## src/rtl/hazard_ctrl_pkg.sv

```systemverilog
// Shared definitions for the pipeline hazard controller and the datapath.
//   FWD_*        : forward-select encodings used by the E-stage operand muxes
//   div_state_t  : divider sequencer states
package hazard_ctrl_pkg;

   localparam logic [1:0] FWD_RF = 2'b00;
   localparam logic [1:0] FWD_W  = 2'b01;
   localparam logic [1:0] FWD_M  = 2'b10;

   typedef enum logic [1:0] {
      IDLE = 2'd0,
      BUSY = 2'd1,
      DONE = 2'd2
   } div_state_t;

endpackage

```

## src/rtl/hazard_ctrl_div_seq.sv

```systemverilog
// Divider sequencer: tracks the multi-cycle divide sitting in the E stage.
//
//   state | meaning
//   ------+-----------------------------------------------------------
//   IDLE  | no divide in flight; a start raises div_busy this cycle
//   BUSY  | divide in progress, counter counts down to terminal count
//   DONE  | result valid this cycle (div_done), divide leaves E
//
// Ports:
//   clk, rst_n : clock, asynchronous active-low reset
//   start      : divide instruction present in E
//   abort      : exception flush; returns to IDLE, suppresses div_done
//   div_busy   : divider occupying E (stall request)
//   div_done   : one-cycle result-valid pulse
module div_seq
   import hazard_ctrl_pkg::*;
#(
   parameter int DIV_CYCLES = 32
) (
   input  logic clk,
   input  logic rst_n,
   input  logic start,
   input  logic abort,
   output logic div_busy,
   output logic div_done
);

   localparam int CW = $clog2(DIV_CYCLES) + 1;
   localparam logic [CW-1:0] CNT_LOAD = CW'(DIV_CYCLES - 1);
   // Leaving BUSY as the counter steps onto 1 gives DIV_CYCLES-1 stalled
   // cycles in total (start cycle + BUSY cycles) before DONE.
   localparam logic [CW-1:0] CNT_LAST = CW'(2);

   div_state_t    state, state_nxt;
   logic [CW-1:0] cnt, cnt_nxt;

   always_ff @(posedge clk or negedge rst_n) begin
      if (!rst_n) begin
         state <= IDLE;
         cnt   <= '0;
      end else begin
         state <= state_nxt;
         cnt   <= cnt_nxt;
      end
   end

   always_comb begin
      state_nxt = state;
      cnt_nxt   = cnt;
      div_busy  = 1'b0;
      div_done  = 1'b0;
      case (state)
         IDLE: begin
            if (start && !abort) begin
               div_busy  = 1'b1;
               cnt_nxt   = CNT_LOAD;
               state_nxt = (DIV_CYCLES > 2) ? BUSY : DONE;
            end
         end
         BUSY: begin
            div_busy = 1'b1;
            cnt_nxt  = cnt - CW'(1);
            if (cnt == CNT_LAST) state_nxt = DONE;
         end
         DONE: begin
            // start is still high here for the same instruction; ignore it
            div_done  = 1'b1;
            cnt_nxt   = '0;
            state_nxt = IDLE;
         end
         default: begin
            state_nxt = IDLE;
            cnt_nxt   = '0;
         end
      endcase
      if (abort) begin
         state_nxt = IDLE;
         cnt_nxt   = '0;
         div_done  = 1'b0;
      end
      // start is combinational into div_busy, so mask it during reset too
      if (!rst_n) begin
         div_busy = 1'b0;
         div_done = 1'b0;
      end
   end

endmodule

```

## src/rtl/hazard_ctrl.sv

```systemverilog
// Central stall/flush/forward controller for the 5-stage pipeline.
// Holds no data; drives enable (via stallX) and flush of each pipeline register.
//
// Ports:
//   clk, rst_n                    : clock, asynchronous active-low reset
//   rsD/rtD, rsE/rtE              : source register indices in D and E
//   writeregE/M/W, regwriteE/M/W  : destination index and write enable per stage
//   memtoregE/M                   : load in E / M
//   branchD                       : branch or jr resolving in D
//   div_startE                    : divide instruction in E
//   excM                          : exception/eret committing in M (top priority)
//   stallF..stallW, flushD..flushW: pipeline register hold / clear
//   forwardAD/BD                  : D-stage compare operand taken from M
//   forwardAE/BE                  : E operand select (FWD_RF / FWD_M / FWD_W)
//   div_busy, div_done            : divider occupying E, result-valid pulse
module hazard_ctrl
   import hazard_ctrl_pkg::*;
#(
   parameter int REGW       = 5,
   parameter int DIV_CYCLES = 32
) (
   input  logic            clk,
   input  logic            rst_n,
   input  logic [REGW-1:0] rsD,
   input  logic [REGW-1:0] rtD,
   input  logic [REGW-1:0] rsE,
   input  logic [REGW-1:0] rtE,
   input  logic [REGW-1:0] writeregE,
   input  logic [REGW-1:0] writeregM,
   input  logic [REGW-1:0] writeregW,
   input  logic            regwriteE,
   input  logic            regwriteM,
   input  logic            regwriteW,
   input  logic            memtoregE,
   input  logic            memtoregM,
   input  logic            branchD,
   input  logic            div_startE,
   input  logic            excM,
   output logic            stallF,
   output logic            stallD,
   output logic            stallE,
   output logic            stallM,
   output logic            stallW,
   output logic            flushD,
   output logic            flushE,
   output logic            flushM,
   output logic            flushW,
   output logic            forwardAD,
   output logic            forwardBD,
   output logic [1:0]      forwardAE,
   output logic [1:0]      forwardBE,
   output logic            div_busy,
   output logic            div_done
);

   logic m_live, w_live, e_live;
   logic lwstall, branchstall, divstall;

   div_seq #(
      .DIV_CYCLES (DIV_CYCLES)
   ) u_div_seq (
      .clk      (clk),
      .rst_n    (rst_n),
      .start    (div_startE),
      .abort    (excM),
      .div_busy (div_busy),
      .div_done (div_done)
   );

   // Register 0 is hardwired, so a write to it never produces a forward.
   assign m_live = regwriteM && (writeregM != '0);
   assign w_live = regwriteW && (writeregW != '0);
   assign e_live = regwriteE && (writeregE != '0);

   always_comb begin
      forwardAE = FWD_RF;
      if (m_live && writeregM == rsE)      forwardAE = FWD_M;
      else if (w_live && writeregW == rsE) forwardAE = FWD_W;
      forwardBE = FWD_RF;
      if (m_live && writeregM == rtE)      forwardBE = FWD_M;
      else if (w_live && writeregW == rtE) forwardBE = FWD_W;
   end

   assign forwardAD = m_live && (writeregM == rsD);
   assign forwardBD = m_live && (writeregM == rtD);

   assign lwstall = memtoregE && ((rtE == rsD) || (rtE == rtD));

   assign branchstall = branchD &&
      ((e_live && ((writeregE == rsD) || (writeregE == rtD))) ||
       (memtoregM && (writeregM != '0) &&
        ((writeregM == rsD) || (writeregM == rtD))));

   assign divstall = div_busy;

   always_comb begin
      stallF = 1'b0;
      stallD = 1'b0;
      stallE = 1'b0;
      stallM = 1'b0;
      stallW = 1'b0;
      flushD = 1'b0;
      flushE = 1'b0;
      flushM = 1'b0;
      flushW = 1'b0;
      if (!rst_n) begin
         // everything held low while in reset
      end else if (excM) begin
         flushD = 1'b1;
         flushE = 1'b1;
         flushM = 1'b1;
         flushW = 1'b1;
      end else if (divstall) begin
         // Freeze F/D/E around the divide and bubble M; flushE stays low so a
         // coincident load-use hazard cannot destroy the divide in E.
         stallF = 1'b1;
         stallD = 1'b1;
         stallE = 1'b1;
         flushM = 1'b1;
      end else begin
         stallF = lwstall | branchstall;
         stallD = lwstall | branchstall;
         flushE = lwstall | branchstall;
      end
   end

endmodule

```

## config.mk

```make
export PLATFORM = sky130hd
export DESIGN_NAME = hazard_ctrl
export DESIGN_NICKNAME = d
export VERILOG_FILES = /design/src/rtl/hazard_ctrl_pkg.sv /design/src/rtl/hazard_ctrl_div_seq.sv /design/src/rtl/hazard_ctrl.sv
export SDC_FILE = /design/constraint.sdc
export NUM_CORES = 1
export LEC_CHECK = 0
export CAP_MARGIN = 20
export CORE_MARGIN = 2
export CORE_UTILIZATION = 36
export CTS_BUF_LIST = sky130_fd_sc_hd__clkbuf_16
export DETAILED_ROUTE_END_ITERATION = 8
export MAX_ROUTING_LAYER = met4
export PLACE_DENSITY = 0.78
export SLEW_MARGIN = 10
export SYNTH_ARGS = -nofsm -noshare
export SYNTH_HDL_FRONTEND = slang
export SYNTH_SLANG_ARGS = --single-unit
export TNS_END_PERCENT = 10
```

## constraint.sdc

```tcl
create_clock -name clk -period 1.8 [get_ports clk]
set_input_delay 0.36 -clock clk [delete_from_list [all_inputs] [get_ports clk]]
set_output_delay 0.36 -clock clk [all_outputs]
set_load 0.005 [all_outputs]
```

# Word level (Yosys, flattened, before mapping)
# Index checks and enable logic that the tools add are counted.
# Widths: inputs -> output; s select.
# word_totals
latch_bits,0
mem_bits_rw,0
register_bits,8
elab_cells,74
mem_bits_ro,0
inputBits,45
mem_count,0
# classes
shifts,0
n_lt_le_gt_ge,0
n_addsub,1
mul,0
n_bitwise,1
reduce_logical,25
n_eq_ne,15
muxes,30
div_mod_pow,0
# ops
operator,count
$eq 5x5->1,10
$mux 1,20
$logic_and 1x1->1,15
$reduce_bool 5->1,3
$mux 6,2
$pmux 6 s2,1
$mux 2,5
$eq 6x2->1 const B,1
$ne 3x2->1 const B,2
$sub 6x1->6 const B,1
$logic_or 1x1->1,4
$pmux 2 s2,1
$eq 2x1->1 const B,1
$eq 2x2->1 const B,1
$logic_not 2->1,1
$pmux 1 s2,1
$reduce_and 2->1,1
$logic_not 1->1,1
$or 1x1->1,1

# Depth between registers and ports, before layout
# Gate-level depths: netlist of run 1.
# logic_depth
ltp_word,9
depth_mapped,7
ltp_nobuf,6

# Modules after synthesis
# A second synthesis of run 1 with hierarchy kept.
# hier_totals
hier_cells,152
hier_area_um2,1252.5
# modules_own_cells
module,instances,cells_per_inst,area_per_inst_um2
hazard_ctrl,1,107,798.3
div_seq,1,45,454.2

# Worst setup path after synthesis of run 1
# OpenSTA, ideal clock, no wires.
# synth_timing
path_kind,input to output
from,input port writeregM[3]
to,output port stallF
path_slack_ns,-0.156
path_buffers,2
path_stages,7
arrival_time_ns,1.596
cell_sequence,buf_2 xnor2_1 nand3_1 nor3_2 o2111ai_1 a311oi_1 buf_4
# synth_between
elab_chain_len,9
# synth_rtl
element,line_no,rtl
start: declaration,hazard_ctrl.sv:29,"input logic [REGW-1:0] writeregM,"
$eq 5x5->1 or $reduce_bool 5->1 (tied branches),"hazard_ctrl.sv:92, hazard_ctrl.sv:91",
$logic_or 1x1->1 or $logic_and 1x1->1 (tied branches),"hazard_ctrl.sv:92, hazard_ctrl.sv:91",
$logic_and 1x1->1 (*),hazard_ctrl.sv:91,(memtoregM && (writeregM != '0) &&
$logic_or 1x1->1 (*),hazard_ctrl.sv:90,((e_live && ((writeregE == rsD) || (writeregE == rtD))) ||
$logic_and 1x1->1 (*),hazard_ctrl.sv:89,assign branchstall = branchD &&
$or 1x1->1 (*),--,
$mux 1 (*) (3 in series),--,
end: declaration,hazard_ctrl.sv:39,"output logic stallF,"
# Every way passes the cells marked *; elsewhere a longest branch is shown, timed or not.

# Final worst setup path of run 1
# layout_timing
from,input port rtD[4]
to,output port stallD
# layout_between
elab_chain_len,9
# layout_rtl
element,line_no,rtl
start: declaration,hazard_ctrl.sv:25,"input logic [REGW-1:0] rtD,"
$eq 5x5->1 (on tied branches),"hazard_ctrl.sv:90, hazard_ctrl.sv:92",
$logic_or 1x1->1 (on tied branches),"hazard_ctrl.sv:90, hazard_ctrl.sv:92",
$logic_and 1x1->1 (on tied branches),"hazard_ctrl.sv:90, hazard_ctrl.sv:91",
$logic_or 1x1->1,hazard_ctrl.sv:90,
$logic_and 1x1->1,hazard_ctrl.sv:89,
$or 1x1->1 (*),hazard_ctrl.sv:122,stallD = lwstall | branchstall;
$mux 1 (*),hazard_ctrl.sv:113,end else if (divstall) begin
$mux 1 (*),hazard_ctrl.sv:108,end else if (excM) begin
$mux 1 (*),hazard_ctrl.sv:106,if (!rst_n) begin
end: declaration,hazard_ctrl.sv:40,"output logic stallD,"
# Marks and branches as above.

==> results of run 1 <==
==> placed cells by master, fill, tap and decap left out, types with 4 or more instances in the layout <==
cell type and count:
a211oi_1 4, buf_2 18, buf_4 40, buf_6 13
clkdlybuf4s15_1 5, clkdlybuf4s15_2 4, dfrtp_1 8, dlygate4sd2_1 16
inv_1 4, nand2_1 7, nand3_1 5, nand3_2 4
nor2_1 6, nor3_1 5, xnor2_1 21, xnor2_2 13
xor2_1 17
==> repair_timing <==
action / in CTS / in global routing
gates resized for setup: 196 / 33
hold buffers: 0 / 0
hold endpoints to repair: 0 / 0
endpoints found under the setup margin: 15 / 12
gates cloned: 0 / 0
setup buffers: 8 / 2
pin swaps: 35 / 16
==> kinds of logic (layout without fill, tap and decap cells) <==
family | count (synthesis) | in the layout | synth area share (%)
buf+inv | 15 | 109 | 8.06
xor+xnor | 53 | 53 | 38.8
other cells | 1 | 2 | 0.314
simple gates | 51 | 51 | 23.8
compound gates | 18 | 18 | 10.2
flops | 8 | 8 | 16.8
fa+ha+maj | 2 | 2 | 2.09
==> worst max path at each step <==
stage	from	end	slack [ns]	depth (start not counted)
after floorplan	writeregM[2]	stallF	-0.01	6
after global placement	rtE[4]	stallF	-0.98	7
after detailed placement	writeregM[1]	stallD	-1.06	7
after CTS	writeregW[2]	forwardAE[0]	-0.26	6
after global routing	rtD[4]	stallF	-0.38	8
final	rtD[4]	stallD	-0.29	8
==> layer usage <==
| layer | GRT usage, % | up-vias |
|---|---|---|
| met4 | 10.3 | 0 |
| met5 | - | - |
| li1 | - | 695 |
| met3 | 4.83 | 17 |
| met1 | 29.4 | 723 |
| met2 | 49.2 | 65 |
==> metrics by stage <==
stage	setup slack, ns	instances	utilization (%)
5_1_grt	-0.382	287	76.3
2_1_floorplan	-0.0109	149	-
3_3_place_gp	-0.977	274	66.4
4_1_cts	-0.255	285	71.1
3_5_place_dp	-1.06	274	66.4
6_report	-0.289	287	76.3
==> worst max-delay path: cells and delay by family <==
family          cells  cell delay (ns)
buf+inv             3             0.42
xor+xnor            1             0.18
compound gates      3             0.66
simple gates        1             0.11
==> cell type report <==
cell class	count	area [um^2]
clock buffer	3	75.1
multi-input combinational	126	1180
fill	224	737
inverter	4	15.0
timing repair buffer	102	842
sequential	8	200
tap	44	55.1
==> power groups by stage <==
| stage | Combinational (mW) | Clock (mW) | Sequential (mW) |
|---|---|---|---|
| after floorplan | 0.230 | 0 | 0.213 |
| after global placement | 0.446 | 0 | 0.215 |
| after detailed placement | 0.463 | 0 | 0.216 |
| after CTS | 0.476 | 0.374 | 0.216 |
| after global routing | 0.574 | 0.390 | 0.219 |
| final | 0.539 | 0.375 | 0.218 |
==> state kept, by name, summed over array words and instances, names as in the netlist <==
name             cells
u_div_seq.state      2
u_div_seq.cnt        6
==> results.yml, run 1 <==
pwr:
  p_leak_nw: 1.06
  power.switching_mw: 0.366
  ir_drop_v: 0.000315
  swShare_pct: 32.3
  power_frac_seq_pct: 19.3
  clkPwrFrac_pct: 33.2
  power.internal_mw: 0.766
  cellPowerDensity_nw_per_um2: 478
  power_mw: 1.13
  combinationalPowerShare_pct: 47.6
logic_synthesis:
  synth_edf_count: 0
  synth_top_area_share_pct: 25.7
  syn_inst: 148
  yosysMostFrequentCell: "xnor2_1"
  synth.area.top_cells: "xnor2_1, dfrtp_1, xor2_1, nand3_1, nor3_1"
  syn_area_per_cell_um2: 8.07
  syn-cell-area_um2: 1190
  synth_commonest_cells: "xnor2_1, xor2_1, nand3_1, nor2_1"
  yosysSeqAreaShare_pct: 16.8
  synth_cell_types: 33
  yosys_warnings: 0
  synth_area_leader_cell: "xnor2_1"
  synth_ff_type: "dfrtp_1"
  ys_ff_latch: 8
  synth_async_sr_flop_share_pct: 100
clock_network:
  cts_tree: "yes"
  worstSkewPairLatency_ns: 0.23
  path_clk_slew_ns: 0.04
  cts_max_level: 1
  clock_path_buffers: 2
  cts_root_buf: "clkbuf_16"
  cts_made_buffers: 3
  clkSinkCount: 8
final_layout:
  fin_nets: 292
  synthToLayoutAreaGrowth_pct: 98.0
  drive_gt1_share_pct: 51.4
  postLayoutCellArea_um2: 2370
  diodes: 0
worst_hold_path:
  hp-class: "input port to async pin"
setup_path:
  startpoint_type: "input port"
  cpPeakStageDelay_ns: 0.27
  critPathCaptureType: "output pin"
  critical_path.cell_chain: "buf_6, xnor2_2, nand3_2, o22ai_2, o2111ai_4, buf_6, a311oi_2, buf_2"
  critPathMostFrequentCell: "buf_6"
  path_class: "input port to output pin"
  r2r_cells: 5
  cp_slowest_cell: "a311oi_2"
  cp_max_fo: 3
  r2r_setup_slack_ns: 0.30
  worstReg2RegStart: "u_div_seq.cnt[2]"
  cp.required_ns: 1.44
  r2r-end: "u_div_seq.cnt[5]"
  cp.arrival_ns: 1.73
sta:
  clock_skew_ns: 0.000501
  grt_setup_unrepaired: "yes"
  min_period_over_period_pct: 116
  fin_tns_setup_ns: -1.46
  fmax_ghz: 0.479
  finalCriticalPeriod_ns: 2.09
  fin_ws_ns: -0.289
  maxSlewViolCount: 0
  finalHoldViolCount: 0
  setup-violations-final: 9
  whs_ns: 0.187
grt:
  grt_util_all_layers_pct: 27.3
  grt_max_degree: 14
  antenna_found_initial: 0
  gr-total-overflow: 0
  grt_pass1_vias: 1539
  grt_first_pass_wirelength_um: 7250
detailed_routing:
  drtIter0Drc: 60
  first_pass_iters: 4
  wl_per_cell_um: 17.4
  drc: 0
  via_per_inst: 5.23
  vias: 1500
  drtAntennaViolNets: 0
  dr_wl_met2_um: 2690
  wirelength_um: 4990
  routed-wl-met3_um: 267
  routed.top_layer: "met4"
  drt-met1-wl_um: 1900
place:
  placed_cell_area_um2: 2060
  gp_congestion: 0.941
  detailed_place_hpwl_um: 3330
  port_buffers: 59
floorplanning:
  core_area_um2: 3100
  start_util_pct: 38.5
  dieArea_um2: 3800
  row_count: 20
  io-pin-count: 62
  die_y_um: 61.6
  die_x_um: 61.6
run_status:
  outcome: "finished with violations"
  violations: "setup timing"
run:
  max_cap_violations: 0
No activity file was read; power rests on OpenSTA's default activity.
==> run 2, diff against run 1 <==
Settings changed: CTS_CLUSTER_SIZE from default to 8, MAX_ROUTING_LAYER met4 to default.
==> run 2 against run 1 <==
Effect of this change:
- the run still ends with setup timing left
- cell count unchanged
- sequential share of layout area stayed put
- sequential power about the same
- sequential cell count unchanged
- wire length shrank 0.38%
- worst hold slack gained 0.0062 ns
- clock power barely moved
- setup slack got worse by 0.0046 ns
- critical path type unchanged
- critical endpoint unchanged
- highest routed layer unchanged
==> results.yml, run 2 (same netlist as run 1, synthesis figures left out) <==
detailed_routing:
  vias: 1517
  wirelength_um: 4970
  drc: 0
  wl_per_cell_um: 17.3
  drtIter0Drc: 52
  via_per_inst: 5.29
  first_pass_iters: 4
  drtAntennaViolNets: 0
grt:
  use_met2_pct: 49.2
  grt_max_degree: 14
  grt_busiest_layer: "met2"
  grt_util_all_layers_pct: 26.5
  grt_pass1_vias: 1542
  antenna_found_initial: 0
  grt_use_met3_pct: 5.04
  use_met1_pct: 29.3
  grt_first_pass_wirelength_um: 7250
  gr-total-overflow: 0
place:
  port_buffers: 59
  place_ws_ns: -1.06
  dp_cells: 274
  detailed_place_hpwl_um: 3330
  gp_congestion: 0.925
  placed_cell_area_um2: 2060
clock_network:
  cts_root_buf: "clkbuf_16"
  cts_tree: "yes"
  cts_made_buffers: 3
  cts_max_level: 1
  clock_path_buffers: 2
  worstSkewPairLatency_ns: 0.23
  clkSinkCount: 8
  hold_buffers: 0
  path_clk_slew_ns: 0.04
pwr:
  cellPowerDensity_nw_per_um2: 477
  power_mw: 1.13
  ir_drop_v: 0.000313
  p_leak_nw: 1.06
sta:
  grt_setup_unrepaired: "yes"
  fin_tns_setup_ns: -1.46
  finalCriticalPeriod_ns: 2.09
  fin_ws_ns: -0.294
  finalHoldViolCount: 0
  clock_skew_ns: 0.000748
  min_period_over_period_pct: 116
  maxSlewViolCount: 0
  fmax_ghz: 0.478
  whs_ns: 0.193
  setup-violations-final: 9
run:
  max_cap_violations: 0
run_status:
  outcome: "finished with violations"
  violations: "setup timing"
final_layout:
  final_cell_mix: "buf_4, xnor2_1, buf_2, xor2_1, dlygate4sd2_1"
  regMostFlops: "u_div_seq.cnt"
  layout_commonest_cell: "buf_4"
  postLayoutCellArea_um2: 2370
  drive_gt1_share_pct: 51.4
  top_regs: "u_div_seq.cnt x6, u_div_seq.state x2"
  largest_reg_flops: 6
  fin_nets: 292
  fin_util_pct: 76.3
  fillers: 224
  layoutNonFillerInstCount: 287
  regArea_um2: 200
  synthToLayoutAreaGrowth_pct: 98.0
  diodes: 0
  multi_input_area_um2: 1180
floorplanning:
  io-pin-count: 62
  row_count: 20
  dieArea_um2: 3800
  die_y_um: 61.6
  core_area_um2: 3100
  start_util_pct: 38.5
  die_x_um: 61.6
setup_path:
  critPathCaptureType: "output pin"
  cp.arrival_ns: 1.73
  cp.required_ns: 1.44
  startpoint_type: "input port"
  r2r_setup_slack_ns: 0.29
  path_class: "input port to output pin"
  cp_max_fo: 3
worst_hold_path:
  hp-class: "input port to async pin"
[run 2: worst paths after layout]
path,from,endpoint,cells after the start
worst min register to register,u_div_seq.cnt[0],u_div_seq.cnt[0],1
worst max register to register,u_div_seq.cnt[2],u_div_seq.cnt[5],5
worst min-delay path,rst_n,u_div_seq.cnt[3],2
worst max-delay path,rtD[4],stallD,8
max in group asynchronous,rst_n,u_div_seq.cnt[4],2
min in group clk,u_div_seq.cnt[0],u_div_seq.cnt[0],1
[run 2: what timing repair did]
item                                    CTS  global route
resized for setup                       196            33
endpoints found under the setup margin   15            12
setup buffers                             8             2
pin swaps                                35            16
[run 2: area by class of cell]
type | instances | area share [%]
timing repair buffer | 102 | 35.6
multi-input combinational | 126 | 49.8
tap | 44 | 2.33
inverter | 4 | 0.635
sequential | 8 | 8.46
clock buffer | 3 | 3.17
[run 2: critical path: stages]
cell and delay [ns]:
buf_6 0.11, xnor2_2 0.18, nand3_2 0.11, o22ai_2 0.23
o2111ai_4 0.17, buf_6 0.15, a311oi_2 0.27, buf_2 0.16
[run 2: routing by layer]
| layer | routed length [um] | part of all wire [%] |
|---|---|---|
| met1 | 1910 | 38 |
| met2 | 2640 | 53 |
| met3 | 247 | 5.0 |
| met4 | 169 | 3.4 |
| met5 | 0 | 0 |
[run 2: where the power goes]
group	switching [mW]	leakage, nW	total [mW]	internal, mW
logic	0.256	0.916	0.539	0.282
registers	0.0201	0.103	0.217	0.197
clock network	0.0855	0.0370	0.372	0.286
total	0.362	1.06	1.13	0.766
